==> src/rtl/ldiv_pkg.sv <==
// ldiv_pkg
//   Shared constants for the Mitchell log-domain divider.
//   The log value is a signed fixed-point number with LOG_INT_W integer bits
//   and LOG_FRAC_W fraction bits.
//   The antilog mantissa is MANT_ONE + fraction, which is 1.f in Q.LOG_FRAC_W.
//   The saturation limits are symmetric.
//   The most negative code is never produced, so a clipped negative result is
//   the exact negation of a clipped positive one.
package ldiv_pkg;

  localparam int LOG_FRAC_W = 12;
  localparam int LOG_INT_W  = 7;
  localparam int LOG_W      = LOG_INT_W + LOG_FRAC_W;
  localparam int MANT_ONE   = 4096;
  localparam int MANT_W     = LOG_FRAC_W + 1;

  // Largest positive quotient code for a given operand width.
  function automatic int sat_max(input int width);
    return (1 << (width - 1)) - 1;
  endfunction

  // Most negative quotient code the divider emits (symmetric with sat_max).
  function automatic int sat_min(input int width);
    return -sat_max(width);
  endfunction

endpackage

==> src/rtl/log_lod_conv.sv <==
// log_lod_conv
//   Combinational leading-one detector and Mitchell fraction extractor.
//   The input is an unsigned magnitude.
//   The fraction holds the bits below the leading one, left-aligned and
//   truncated to LOG_FRAC_W bits.
//   When the input has fewer bits below the leading one, the fraction is
//   padded with zeros.
// Ports
//   data      in   WIDTH       unsigned magnitude
//   pos       out  POS_W       index of the leading one (0 when data == 0)
//   valid     out  1           data is non-zero
//   fraction  out  LOG_FRAC_W  bits below the leading one, left-aligned
module log_lod_conv
  import ldiv_pkg::*;
#(
  parameter int WIDTH = 16,
  parameter int POS_W = $clog2(WIDTH)
) (
  input  logic [WIDTH-1:0]      data,
  output logic [POS_W-1:0]      pos,
  output logic                  valid,
  output logic [LOG_FRAC_W-1:0] fraction
);

  localparam int EXT_W = WIDTH + LOG_FRAC_W;

  logic [EXT_W-1:0] ext;
  logic             ext_unused;

  always_comb begin
    pos   = '0;
    valid = 1'b0;
    for (int i = 0; i < WIDTH; i++) begin
      if (data[i]) begin
        pos   = POS_W'(i);
        valid = 1'b1;
      end
    end
  end

  // Normalise so the leading one sits at the top bit of ext.
  // The LOG_FRAC_W bits right under it are then the fraction.
  // The zero tail appended to data supplies the padding for small magnitudes.
  always_comb begin
    ext      = {data, {LOG_FRAC_W{1'b0}}} << (WIDTH - 1 - int'(pos));
    fraction = ext[EXT_W-2 -: LOG_FRAC_W];
  end

  // The leading one itself and the bits shifted below the fraction are dropped.
  assign ext_unused = ^{ext[EXT_W-1], ext[WIDTH-2:0]};

endmodule

==> src/rtl/log_divider_pipe.sv <==
// log_divider_pipe
//   Three-stage pipelined Mitchell log-domain divider:
//     quot = sign * alog2(log2|num| - log2|den|)
//   S1 : sign, magnitudes, leading-one position and fraction of both operands.
//   S2 : log-domain difference d (signed Q7.12), split into e and f.
//   S3 : antilog shift, saturation, sign restore and special cases.
//        The result is registered as quot, div0 and sat.
// Ports
//   clk        in   1      rising-edge clock
//   rst        in   1      synchronous active-high reset
//   in_valid   in   1      operand pair present
//   in_ready   out  1      operand pair accepted this cycle
//   num        in   WIDTH  dividend, signed, QP1 fractional bits
//   den        in   WIDTH  divisor, signed, QP2 fractional bits
//   out_valid  out  1      quotient present
//   out_ready  in   1      downstream takes the quotient this cycle
//   quot       out  WIDTH  quotient, signed, QO fractional bits
//   div0       out  1      divisor was zero
//   sat        out  1      quotient magnitude was clipped
module log_divider_pipe
  import ldiv_pkg::*;
#(
  parameter int WIDTH = 16,
  parameter int QP1   = 12,
  parameter int QP2   = 12,
  parameter int QO    = 12
) (
  input  logic             clk,
  input  logic             rst,
  input  logic             in_valid,
  output logic             in_ready,
  input  logic [WIDTH-1:0] num,
  input  logic [WIDTH-1:0] den,
  output logic             out_valid,
  input  logic             out_ready,
  output logic [WIDTH-1:0] quot,
  output logic             div0,
  output logic             sat
);

  localparam int POS_W  = $clog2(WIDTH);
  localparam int WIDE_W = MANT_W + WIDTH;
  localparam logic [WIDTH-1:0] Q_MAX = WIDTH'(sat_max(WIDTH));
  localparam logic [WIDTH-1:0] Q_MIN = WIDTH'(sat_min(WIDTH));

  // Handshake: a transfer happens on a rising edge where valid and ready are
  // both high.
  // Each stage loads when it is empty or when the stage after it is unloading
  // (en3 <- out_ready, en2 <- en3, en1 <- en2).
  // in_ready is en1.
  // A full pipe therefore accepts and delivers in the same cycle while
  // out_ready is high.
  // A stalled output register holds quot, div0 and sat stable.
  logic en1, en2, en3;
  logic v1, v2;

  assign en3      = !out_valid || out_ready;
  assign en2      = !v2 || en3;
  assign en1      = !v1 || en2;
  assign in_ready = en1;

  always_ff @(posedge clk) begin
    if (rst) begin
      v1 <= 1'b0;
      v2 <= 1'b0;
    end else begin
      if (en1) v1 <= in_valid;
      if (en2) v2 <= v1;
    end
  end

  // ---------------------------------------------------------------- S1
  logic [WIDTH-1:0]      abs_a, abs_b;
  logic [POS_W-1:0]      pos_a, pos_b;
  logic                  nz_a, nz_b;
  logic [LOG_FRAC_W-1:0] frac_a, frac_b;

  // Two's-complement magnitude taken as unsigned, so -2^(W-1) becomes 2^(W-1).
  assign abs_a = num[WIDTH-1] ? (~num + WIDTH'(1)) : num;
  assign abs_b = den[WIDTH-1] ? (~den + WIDTH'(1)) : den;

  log_lod_conv #(.WIDTH(WIDTH)) u_lod_a (
    .data     (abs_a),
    .pos      (pos_a),
    .valid    (nz_a),
    .fraction (frac_a)
  );

  log_lod_conv #(.WIDTH(WIDTH)) u_lod_b (
    .data     (abs_b),
    .pos      (pos_b),
    .valid    (nz_b),
    .fraction (frac_b)
  );

  logic                  s1_sign, s1_a_neg, s1_za, s1_zb;
  logic [POS_W-1:0]      s1_pos_a, s1_pos_b;
  logic [LOG_FRAC_W-1:0] s1_frac_a, s1_frac_b;

  always_ff @(posedge clk) begin
    if (en1 && in_valid) begin
      s1_sign   <= num[WIDTH-1] ^ den[WIDTH-1];
      s1_a_neg  <= num[WIDTH-1];
      s1_za     <= !nz_a;
      s1_zb     <= !nz_b;
      s1_pos_a  <= pos_a;
      s1_pos_b  <= pos_b;
      s1_frac_a <= frac_a;
      s1_frac_b <= frac_b;
    end
  end

  // ---------------------------------------------------------------- S2
  // d = (pos_a - pos_b + QP2 - QP1 + QO) * 2^12 + frac_a - frac_b.
  // The format offset makes the integer part of d the binary exponent of the
  // quotient expressed in QO units.
  logic signed [LOG_W-1:0] d;

  assign d = LOG_W'((int'(s1_pos_a) - int'(s1_pos_b) + (QP2 - QP1 + QO)) * MANT_ONE
                    + int'(s1_frac_a) - int'(s1_frac_b));

  logic signed [LOG_INT_W-1:0]  s2_e;
  logic        [LOG_FRAC_W-1:0] s2_f;
  logic                         s2_sign, s2_a_neg, s2_za, s2_zb;

  always_ff @(posedge clk) begin
    if (en2 && v1) begin
      // The top bits of d taken as a signed value give floor(d / 2^12).
      s2_e     <= d[LOG_W-1:LOG_FRAC_W];
      s2_f     <= d[LOG_FRAC_W-1:0];
      s2_sign  <= s1_sign;
      s2_a_neg <= s1_a_neg;
      s2_za    <= s1_za;
      s2_zb    <= s1_zb;
    end
  end

  // ---------------------------------------------------------------- S3
  logic [MANT_W-1:0] mant;
  logic [WIDE_W-1:0] wide;
  logic [WIDTH-1:0]  mag, res_q;
  logic              ovf;
  int                e_int;

  assign mant = MANT_W'(MANT_ONE + int'(s2_f));

  // alog2(e.f) ~= 1.f * 2^e, with 1.f held as Q.12.
  // The shift distance relative to the binary point is therefore e - 12.
  // For e < -1 the mantissa shifts out completely, so wide stays zero.
  // e is capped first, so every shift that is taken fits inside wide.
  always_comb begin
    e_int = int'(s2_e);
    wide  = '0;
    ovf   = 1'b0;
    if (e_int >= WIDTH + LOG_FRAC_W - 1) begin
      ovf = 1'b1;
    end else if (e_int >= LOG_FRAC_W) begin
      wide = WIDE_W'(mant) << (e_int - LOG_FRAC_W);
    end else if (e_int >= -1) begin
      wide = WIDE_W'(mant) >> (LOG_FRAC_W - e_int);
    end
    if (wide > WIDE_W'(Q_MAX)) ovf = 1'b1;
    mag   = ovf ? Q_MAX : wide[WIDTH-1:0];
    res_q = s2_sign ? -mag : mag;
  end

  logic [WIDTH-1:0] q_next;
  logic             div0_next, sat_next;

  // Divide-by-zero wins over a zero dividend.
  // 0/0 reports div0 with a zero quotient.
  always_comb begin
    q_next    = res_q;
    div0_next = 1'b0;
    sat_next  = ovf;
    if (s2_zb) begin
      div0_next = 1'b1;
      sat_next  = 1'b0;
      if (s2_za)         q_next = '0;
      else if (s2_a_neg) q_next = Q_MIN;
      else               q_next = Q_MAX;
    end else if (s2_za) begin
      q_next   = '0;
      sat_next = 1'b0;
    end
  end

  always_ff @(posedge clk) begin
    if (rst) begin
      out_valid <= 1'b0;
      quot      <= '0;
      div0      <= 1'b0;
      sat       <= 1'b0;
    end else if (en3) begin
      out_valid <= v2;
      if (v2) begin
        quot <= q_next;
        div0 <= div0_next;
        sat  <= sat_next;
      end
    end
  end

endmodule

==> config.mk <==
export PLATFORM = sky130hd
export DESIGN_NAME = log_divider_pipe
export DESIGN_NICKNAME = d
export VERILOG_FILES = /design/src/rtl/ldiv_pkg.sv /design/src/rtl/log_lod_conv.sv /design/src/rtl/log_divider_pipe.sv
export SDC_FILE = /design/constraint.sdc
export NUM_CORES = 1
export LEC_CHECK = 0
export ABC_AREA = 1
export BUFFER_PORTS_ARGS = -buffer_cell sky130_fd_sc_hd__clkbuf_2
export CAP_MARGIN = 25
export CELL_PAD_IN_SITES_DETAIL_PLACEMENT = 0
export CELL_PAD_IN_SITES_GLOBAL_PLACEMENT = 1
export CORE_MARGIN = 2
export CORE_UTILIZATION = 30
export DETAILED_ROUTE_END_ITERATION = 10
export GPL_TIMING_DRIVEN = 1
export PLACE_DENSITY_LB_ADDON = 0.05
export SLEW_MARGIN = 20
export SYNTH_ARGS = -nofsm -noshare
export SYNTH_HDL_FRONTEND = slang
export SYNTH_HIERARCHICAL = 1
export SYNTH_SLANG_ARGS = --single-unit
==> constraint.sdc <==
create_clock -name clk -period 3.8 [get_ports clk]
set_clock_uncertainty 0.2 [all_clocks]
set_input_delay 0.57 -clock clk [delete_from_list [all_inputs] [get_ports clk]]
set_output_delay 0.57 -clock clk [all_outputs]
set_load 0.05 [all_outputs]
Word-level counts from Yosys, hierarchy flattened. Index checks and enable logic that the tools add are counted.

Register bits: 80. Bits of input ports: 36. Output and inout port bits: 20. Word-level logic and storage cells: 132.

Add/sub/neg operators: 12. Order comparisons: 4. Shifts and indexed selects: 4. Muxes and demuxes: 78. Bitwise operators: 3. Reduce and logical (&&, ||, !) cells: 11.

Operator list (count): $mux 16 (8); $mux 29 (3); $mux 4 (16); $shl 28x32->27 (2); $mux 1 (39); $add 16x1->16 const B (2); $not 16->16 (2); $shl 13x32->29 (1); $shr 13x32->29 (1); $gt 29x15->1 const B (1); $mux 3 (8); $add 18x13->19 (1); $sub 19x13->19 (1); $neg 16->16 (1); $add 13x12->13 const A (1); $sub 4x4->5 const A (2); $mux 2 (4); $sub 5x7->8 const A (1); $sub 7x5->8 const B (1); $ge 7x1->1 const B (1); $ge 7x5->1 const B (1); $ge 7x6->1 const B (1); $add 5x5->6 const B (1); $logic_not 1->1 (5); other kinds (5) (8).

Depth between registers and ports, before layout. Gate-level depths: netlist (run 1).

Word-level depth: 20. Mapped depth: 32. Mapped depth without buffers: 29.

By module. The synthesis (run 1) kept the hierarchy.

Modules (own cells, without submodules): log_divider_pipe (instances 1, cells each 932, area an instance 6543.8 µm², sequential area each 2192.1 µm²); log_lod_conv (instances 2, cells each 176, area an instance 862.1 µm², sequential area each 0.0 µm²).

Least setup slack after synthesis (run 1). OpenSTA, ideal clock, no wires.

Kind: reg-to-reg. From: register s2_e[2]. To: register quot[6]. Library setup time: 132 ps. Data arrival time: 3391 ps. Required time: 3468 ps. Setup slack: 76 ps. Cell stages (with the launch flop): 26. Buffers on the path: 6. Period minus slack after synthesis: 3724 ps. Path through: edfxtp_1 -> buf_2 -> clkinv_1 -> buf_4 -> ha_1 -> buf_2 -> inv_1 -> buf_2 -> nand2_1 -> nand2_1 -> nand3_1 -> o21ai_1 -> nand2_1 -> nor2_2 -> buf_6 -> buf_6 -> nand2_1 -> inv_1 -> ha_1 -> nand2_1 -> nand3b_1 -> nor2_1 -> nor2_1 -> or2_1 -> nand3_1 -> a21oi_1.

Longest elaborated chain between the ends: 12. Elaborated cells between the ends (all ways): 18. Those cells by class: add/sub (3); order compare (4); shift (2); mux (9).

Ends and longest elaborated chain: start, declared (line log_divider_pipe.sv:122) `logic signed [LOG_INT_W-1:0] s2_e;`; start signal, assigned (line log_divider_pipe.sv:129) `s2_e <= d[LOG_W-1:LOG_FRAC_W];`; $sub 5x7->8 (line log_divider_pipe.sv:160) `wide = WIDE_W'(mant) >> (LOG_FRAC_W - e_int);`; $shr 13x32->29 (line log_divider_pipe.sv:160); $mux 29 (line log_divider_pipe.sv:159) `end else if (e_int >= -1) begin`; $mux 29 (line log_divider_pipe.sv:157) `end else if (e_int >= LOG_FRAC_W) begin`; $mux 29 (line log_divider_pipe.sv:155) `if (e_int >= WIDTH + LOG_FRAC_W - 1) begin`; $gt 29x15->1 (line log_divider_pipe.sv:162) `if (wide > WIDE_W'(Q_MAX)) ovf = 1'b1;`; $mux 1 (line log_divider_pipe.sv:162); $mux 16 * (line log_divider_pipe.sv:163) `mag = ovf ? Q_MAX : wide[WIDTH-1:0];`; $neg 16->16 (line log_divider_pipe.sv:164) `res_q = s2_sign ? -mag : mag;`; $mux 16 * (line log_divider_pipe.sv:164); $mux 16 * (line log_divider_pipe.sv:182) `end else if (s2_za) begin`; $mux 16 * (line log_divider_pipe.sv:176) `if (s2_zb) begin`; end signal, assigned (line log_divider_pipe.sv:197) `quot <= q_next;`; end, declared (line log_divider_pipe.sv:36) `output logic [WIDTH-1:0] quot,`.

Mark *: on every way between the ends. The rest lies on a longest branch, timed or not. A chain may end at the register's enable or synchronous reset.

Final worst setup path (run 1).
From: register s2_e[4]. To: register quot[6].

Same word-level chain as after synthesis.

==> flow_metrics.env, run 1 <==
export IMPL_path_max_fanout=15
export IMPL_synthSimpleGateAreaFrac=0.440
export IMPL_p_leak_nw=5.00
export IMPL_grt_use_total=0.178
export IMPL_syn_nets=1348
export IMPL_antenna_left=0
export IMPL_hp_class="reg2reg"
export IMPL_cts_tree="yes"
export IMPL_first_iter_violations=472
export IMPL_synth_cell_type_count=44
export IMPL_final_max_slew_viol_count=0
export IMPL_syn_inst=1284
export IMPL_path_class="reg2reg"
export IMPL_finalNetCount=1485
export IMPL_fill_cells=3040
export IMPL_placed_area_sq_um=9480
export IMPL_place_gp_congestion=0.863
export IMPL_final_cell_mix="nand2_1, nand3_1, inv_1"
export IMPL_ys_warnings_count=6
export IMPL_synthFlopType="edfxtp_1"
export IMPL_slew_headroom=0.439
export IMPL_hold_viol_final=0
export IMPL_antenna_cells=0
export IMPL_async_reset_ff_frac=0
export IMPL_endpoint_kind="flop"
export IMPL_setup_viol=0
export IMPL_antenna_found_initial=0
export IMPL_final_cells=1767
export IMPL_area_growth_pct=23.9
export IMPL_start_util=0.306
export IMPL_synth_top_family_by_area="simple AND/OR/NAND/NOR gates"
export IMPL_worst_pin_slew_ns=0.840
export IMPL_yosysSeqAreaShare=0.265
export IMPL_fp_row_count=60
export IMPL_drtPass1Iterations=5
export IMPL_regArea_sq_um=2190
export IMPL_min_period_ns=3.50
export IMPL_synthMuxAreaShare=0
export IMPL_grt_overflow=0
export IMPL_dieArea_sq_um=28900
export IMPL_port_buffers=55
export IMPL_dp_cells=1731
export IMPL_worst_setup_path_start_kind="flop"
export IMPL_clk_latency_ns=0.34
export IMPL_whs_ns=0.220
export IMPL_grt_pass1_wl_um=41200
export IMPL_place_hpwl_um=20800
export IMPL_synthAdderAreaFrac=0.0442
export IMPL_clk_pin_slew_ns=0.06
export IMPL_grt_pass1_vias=8143
export IMPL_max_cap_viol_count=0
export IMPL_fin_crit_sh=0.921
export IMPL_ir_drop_v=0.000227
export IMPL_fmax_mhz=286
export IMPL_p_per_area_nw_per_um2=468
export IMPL_synth_seq_cells=80
export IMPL_core_sq_um=27000
export IMPL_cp_data_required_time_ns=3.82
export IMPL_mostFrequentLayoutCell="nand2_1"
export IMPL_synthXorXnorAreaFrac=0.0519
export IMPL_grt_max_degree=37
export IMPL_syn_avg_cell_area_sq_um=6.44
export IMPL_multiInputGateArea_sq_um=5500
export IMPL_io_pins=56
export IMPL_synth_edf_count=59
export IMPL_synth_compound_area_frac=0.0959
export IMPL_clk_path_buf_depth=2
export IMPL_cts_sinks=80
export IMPL_cts_buffers=9
export IMPL_wl_per_cell_um=14.3
export IMPL_netlist_area_sq_um=8270
export IMPL_dieWidth_um=170
export IMPL_layout_drive_gt1_share=0.230
export IMPL_routed_wl_um=25200
export IMPL_crit_arrival_ns=3.52
export IMPL_finalInstanceArea_sq_um=10200
export IMPL_status="completed"
export IMPL_via_count=8519
export IMPL_remaining_drc_errors=0
export IMPL_dieHeight_um=170
export IMPL_via_per_inst=4.82
export IMPL_h_tree_depth=3
export IMPL_cts_root_buf="clkbuf_16"
==> cell families (layout without fill, tap and decap cells) <==
kind of cell	Yosys count	in the layout
buffers and inverters	200	342
XOR/XNOR	49	49
AND/OR/NAND/NOR	782	782
adder cells (fa/ha/maj)	28	28
AO/OA/AOI/OAI	145	145
flip-flops	80	80
==> sequential cells by signal (all words and copies together) (netlist names) <==
name / cells
quot: 16
s1_frac_a: 12
s1_frac_b: 12
s2_f: 12
s2_e: 7
s1_pos_a: 4
s1_pos_b: 4
div0: 1
out_valid: 1
s1_a_neg: 1
s1_sign: 1
s1_za: 1
s1_zb: 1
s2_a_neg: 1
s2_sign: 1
s2_za: 1
s2_zb: 1
sat: 1
v1: 1
v2: 1
==> final cells by class <==
type,count,share of cell area
clock buffer,11,0.0258
clock inverter,5,0.00342
inverter,159,0.0589
multi-input combinational,1004,0.537
sequential,80,0.214
tap,341,0.0416
timing repair buffer,167,0.120
==> routing by layer <==
metal | global-route usage | share of wire
met4 | 0.0401 | 0.017
met3 | 0.0181 | 0.023
met5 | 0 | 0
met1 | 0.224 | 0.46
met2 | 0.328 | 0.50
==> synth_stat cells (15+ instances only) <==
cell	number	area, sq um
nand3_2	26	260
nor2_1	86	323
a21oi_1	50	250
o21ai_0	64	320
xor2_1	35	307
nand3_1	211	1060
dfxtp_1	21	420
inv_1	144	541
buf_2	15	75.1
edfxtp_1	59	1770
nand2_2	17	106
nand2_1	372	1400
ha_1	26	325
nor3_1	17	85.1
nand4_1	15	93.8
==> path summary, 6_finish.rpt <==
kind / slack (ns) / startpoint / cells past startpoint / to
max: 0.30 / s2_e[4]$_DFFE_PP_ / 24 / quot[6]$_SDFFE_PP0P_
min: 0.22 / s1_a_neg$_DFFE_PP_ / 0 / s2_a_neg$_DFFE_PP_
max reg2reg: 0.30 / s2_e[4]$_DFFE_PP_ / 24 / quot[6]$_SDFFE_PP0P_
min reg2reg: 0.22 / s1_a_neg$_DFFE_PP_ / 0 / s2_a_neg$_DFFE_PP_
==> report_power, final <==
part           leakage [nW]  switching [mW]  total (mW)  internal, mW
sequential            0.740          0.0738        1.18          1.11
combinational          4.11            1.73        2.76          1.03
clock                 0.147           0.351       0.853         0.502
total                  5.00            2.15        4.80          2.65
==> worst max-delay path, cell delays in order, from the launching register on <==
cell and delay [ns]:
edfxtp_1 0.50, nor2_4 0.20, nand2_2 0.10, nand2_4 0.08, nor2_4 0.07, buf_12 0.15
nand2_2 0.06, nand2_1 0.06, nand3_1 0.12, nand3_2 0.09, nand2_1 0.12, nand2_2 0.07
o21ai_1 0.13, nand2_1 0.10, nor2_4 0.18, nand2_2 0.07, inv_2 0.08, ha_4 0.14
nand2_1 0.05, nand3b_1 0.22, nor2_2 0.18, nor2_1 0.07, or2_1 0.21, nand3_1 0.08
a21oi_1 0.06
==> metrics by stage <==
| stage | setup WS [ns] | power [mW] | utilization | TNS (ns) |
|---|---|---|---|---|
| after floorplan | 0.0764 | 3.01 | - | 0 |
| after global placement | -0.155 | 3.77 | 0.351 | -1.05 |
| after detailed placement | -0.115 | 3.76 | 0.351 | -0.587 |
| after CTS | 0.0581 | 4.63 | 0.362 | 0 |
| after global routing | -0.0134 | 5.24 | 0.379 | -0.0147 |
| final | 0.299 | 4.80 | 0.379 | 0 |
==> timing repair <==
item	CTS	global route
hold buffers	0	0
setup endpoints to repair	0	29
setup buffers	0	17
resized for setup	0	89
Power figures use the tool's default switching activity.
==> inputs of run 2 (changes only) <==
--- a/config.mk
+++ b/config.mk
@@ -11,7 +11,7 @@
 export CELL_PAD_IN_SITES_DETAIL_PLACEMENT = 0
 export CELL_PAD_IN_SITES_GLOBAL_PLACEMENT = 1
 export CORE_MARGIN = 2
-export CORE_UTILIZATION = 30
+export CORE_UTILIZATION = 40
 export DETAILED_ROUTE_END_ITERATION = 10
 export GPL_TIMING_DRIVEN = 1
 export PLACE_DENSITY_LB_ADDON = 0.05
==> run 2 against run 1 <==
  * Final cell count is 6.3% lower
  * Fmax is 1.4% lower
  * Worst hold slack worse by 0.0012 ns
  * First-iteration DRC count fell by 8.9%
  * Worst setup slack got worse by 0.049 ns
  * Critical path depth unchanged
  * Via count decreased by 1.8%
  * Global-route usage is 3.0 points higher
  * Power decreased by 4.6%
  * Register-to-register slack got worse by 0.05 ns
  * Final area shrank 5.5%
  * Highest routed layer unchanged
==> flow_metrics.env, run 2 (synthesis gave the netlist of run 1 again) <==
export IMPL_status="completed"
export IMPL_post_place_ws_ns=-0.0833
export IMPL_final_max_slew_viol_count=0
export IMPL_cp_cell_sequence="inv_2 > buf_8 > nand2_1 > nand2_1 > nand2_1 > nand2_1 > nand2_1 > nand2_2 > a21oi_1 > o21ai_1 > o211ai_1 > a21oi_2 > nand2_1 > inv_1 > ha_2 > nand2_1 > nand3b_1 > inv_1 > nand2_1 > nand2_2 > nand2_1 > nand2_1 > nand3_1 > a21oi_1"
export IMPL_placed_area_sq_um=9180
export IMPL_crit_end="quot[12]$_SDFFE_PP0P_"
export IMPL_top_register="quot"
export IMPL_fin_crit_sh=0.934
export IMPL_max_cap_viol_count=0
export IMPL_grt_pass1_vias=7746
export IMPL_multiInputGateArea_sq_um=5360
export IMPL_hold_viol_final=0
export IMPL_startpoint="s2_e[0]$_DFFE_PP_"
export IMPL_reg2reg_depth=24
export IMPL_via_per_inst=5.05
export IMPL_cts_root_buf="clkbuf_16"
export IMPL_grt_max_degree=37
export IMPL_port_buffers=55
export IMPL_dieArea_sq_um=21800
export IMPL_drtPass1Iterations=5
export IMPL_worst_setup_path_start_kind="flop"
export IMPL_whs_ns=0.219
export IMPL_mostFrequentLayoutCell="nand2_1"
export IMPL_final_cell_mix="nand2_1, nand3_1, inv_1"
export IMPL_crit_arrival_ns=3.62
export IMPL_slowest_delay_ns=0.52
export IMPL_hp_class="reg2reg"
export IMPL_cpMostUsedCell="nand2_1"
export IMPL_r2r_start="s2_e[0]$_DFFE_PP_"
export IMPL_dieHeight_um=148
export IMPL_core_sq_um=20200
export IMPL_grt_overflow=0
export IMPL_endpoint_kind="flop"
export IMPL_fmax_mhz=282
export IMPL_r2r_end="quot[12]$_SDFFE_PP0P_"
export IMPL_regArea_sq_um=2190
export IMPL_cts_sinks=80
export IMPL_grt_use_total=0.208
export IMPL_worst_pin_slew_ns=0.836
export IMPL_cp_data_required_time_ns=3.87
export IMPL_via_count=8368
export IMPL_clk_path_buf_depth=2
export IMPL_p_per_area_nw_per_um2=473
export IMPL_min_period_ns=3.55
export IMPL_slew_headroom=0.438
export IMPL_remaining_drc_errors=0
export IMPL_setup_viol=0
export IMPL_timing_final_ws_setup_ns=0.250
export IMPL_antenna_left=0
export IMPL_fill_cells=2155
export IMPL_place_gp_congestion=0.901
export IMPL_clk_latency_ns=0.34
export IMPL_place_hpwl_um=18500
export IMPL_grt_pass1_wl_um=36900
export IMPL_antenna_cells=0
export IMPL_clk_pin_slew_ns=0.06
export IMPL_rsz0062_at_grt="yes"
export IMPL_p_leak_nw=4.75
export IMPL_layout_drive_gt1_share=0.179
export IMPL_wl_per_cell_um=13.6
export IMPL_reg2reg_setup_slack_ns=0.25
export IMPL_first_iter_violations=430
export IMPL_cts_tree="yes"
export IMPL_finalNetCount=1445
export IMPL_fp_row_count=52
export IMPL_io_pins=56
export IMPL_power_mw=4.58
export IMPL_setup_tns_ns=0
export IMPL_routed_wl_um=22500
export IMPL_ir_drop_v=0.000171
export IMPL_antenna_found_initial=0
export IMPL_area_growth_pct=17.1
export IMPL_path_class="reg2reg"
export IMPL_path_max_fanout=16
export IMPL_cp_slowest_cell="edfxtp_1"
export IMPL_dieWidth_um=148
export IMPL_min_delay_start="s1_a_neg$_DFFE_PP_"
export IMPL_finalInstanceArea_sq_um=9680
export IMPL_largest_register_ffs=16
export IMPL_start_util=0.409
export IMPL_cts_buffers=9
export IMPL_h_tree_depth=3
run 2: cell types whose count changed in the layout (fill, tap and decap cells not counted), sizes merged:
| cell | before | now |
|---|---|---|
| buf | 111 | 70 |
| bufinv | 0 | 1 |
| clkbuf | 67 | 64 |
| clkinv | 6 | 5 |
| clkinvlp | 2 | 4 |
| nor2 | 95 | 97 |
run 2: worst min path at each step:
stage / endpoint / slack [ns] / depth (start not counted)
floorplan: s2_a_neg$_DFFE_PP_ / 0.20 / 0
global placement: s2_sign$_DFFE_PP_ / 0.20 / 0
detailed placement: s2_a_neg$_DFFE_PP_ / 0.21 / 0
CTS: s2_sign$_DFFE_PP_ / 0.22 / 0
global route: s2_a_neg$_DFFE_PP_ / 0.22 / 0
finish: s2_a_neg$_DFFE_PP_ / 0.22 / 0
run 2: worst max-delay path: cells and delay by family, from the launching register on:
kind / cells / cell delay [ns]
AND/OR/NAND/NOR: 14 / 1.36
AO/OA/AOI/OAI: 5 / 0.76
flip-flops: 1 / 0.52
buffers and inverters: 4 / 0.47
adder cells (fa/ha/maj): 1 / 0.17
run 2: power breakdown:
part / switching [mW] / total, mW / internal [mW]
Combinational: 1.63 / 2.54 / 0.903
Sequential: 0.0665 / 1.18 / 1.11
Clock: 0.350 / 0.864 / 0.514
Total: 2.05 / 4.58 / 2.53
run 2: repair_timing:
item                       CTS  global route
setup buffers                0             4
gates resized for setup      0            42
hold buffers                 0             0
setup endpoints to repair    0            31
run 2: layer usage:
metal,part of all wire,routed length (um),global-route usage,up-vias
met1,0.45,10000,0.257,3788
met5,0,0,0,-
met4,0.018,405,0.0678,0
met3,0.025,568,0.0191,22
met2,0.51,11500,0.381,130
li1,-,-,-,4428
run 2: final cells by class:
type | count | area share
timing repair buffer | 125 | 0.0911
inverter | 159 | 0.0623
sequential | 80 | 0.226
clock buffer | 9 | 0.0233
clock inverter | 7 | 0.00814
tap | 270 | 0.0349
multi-input combinational | 1006 | 0.554
run 2: metrics by stage:
| step | utilization | instances |
|---|---|---|
| floorplan | - | 1284 |
| global placement | 0.454 | 1634 |
| detailed placement | 0.454 | 1634 |
| CTS | 0.469 | 1650 |
| global route | 0.478 | 1656 |
| finish | 0.478 | 1656 |
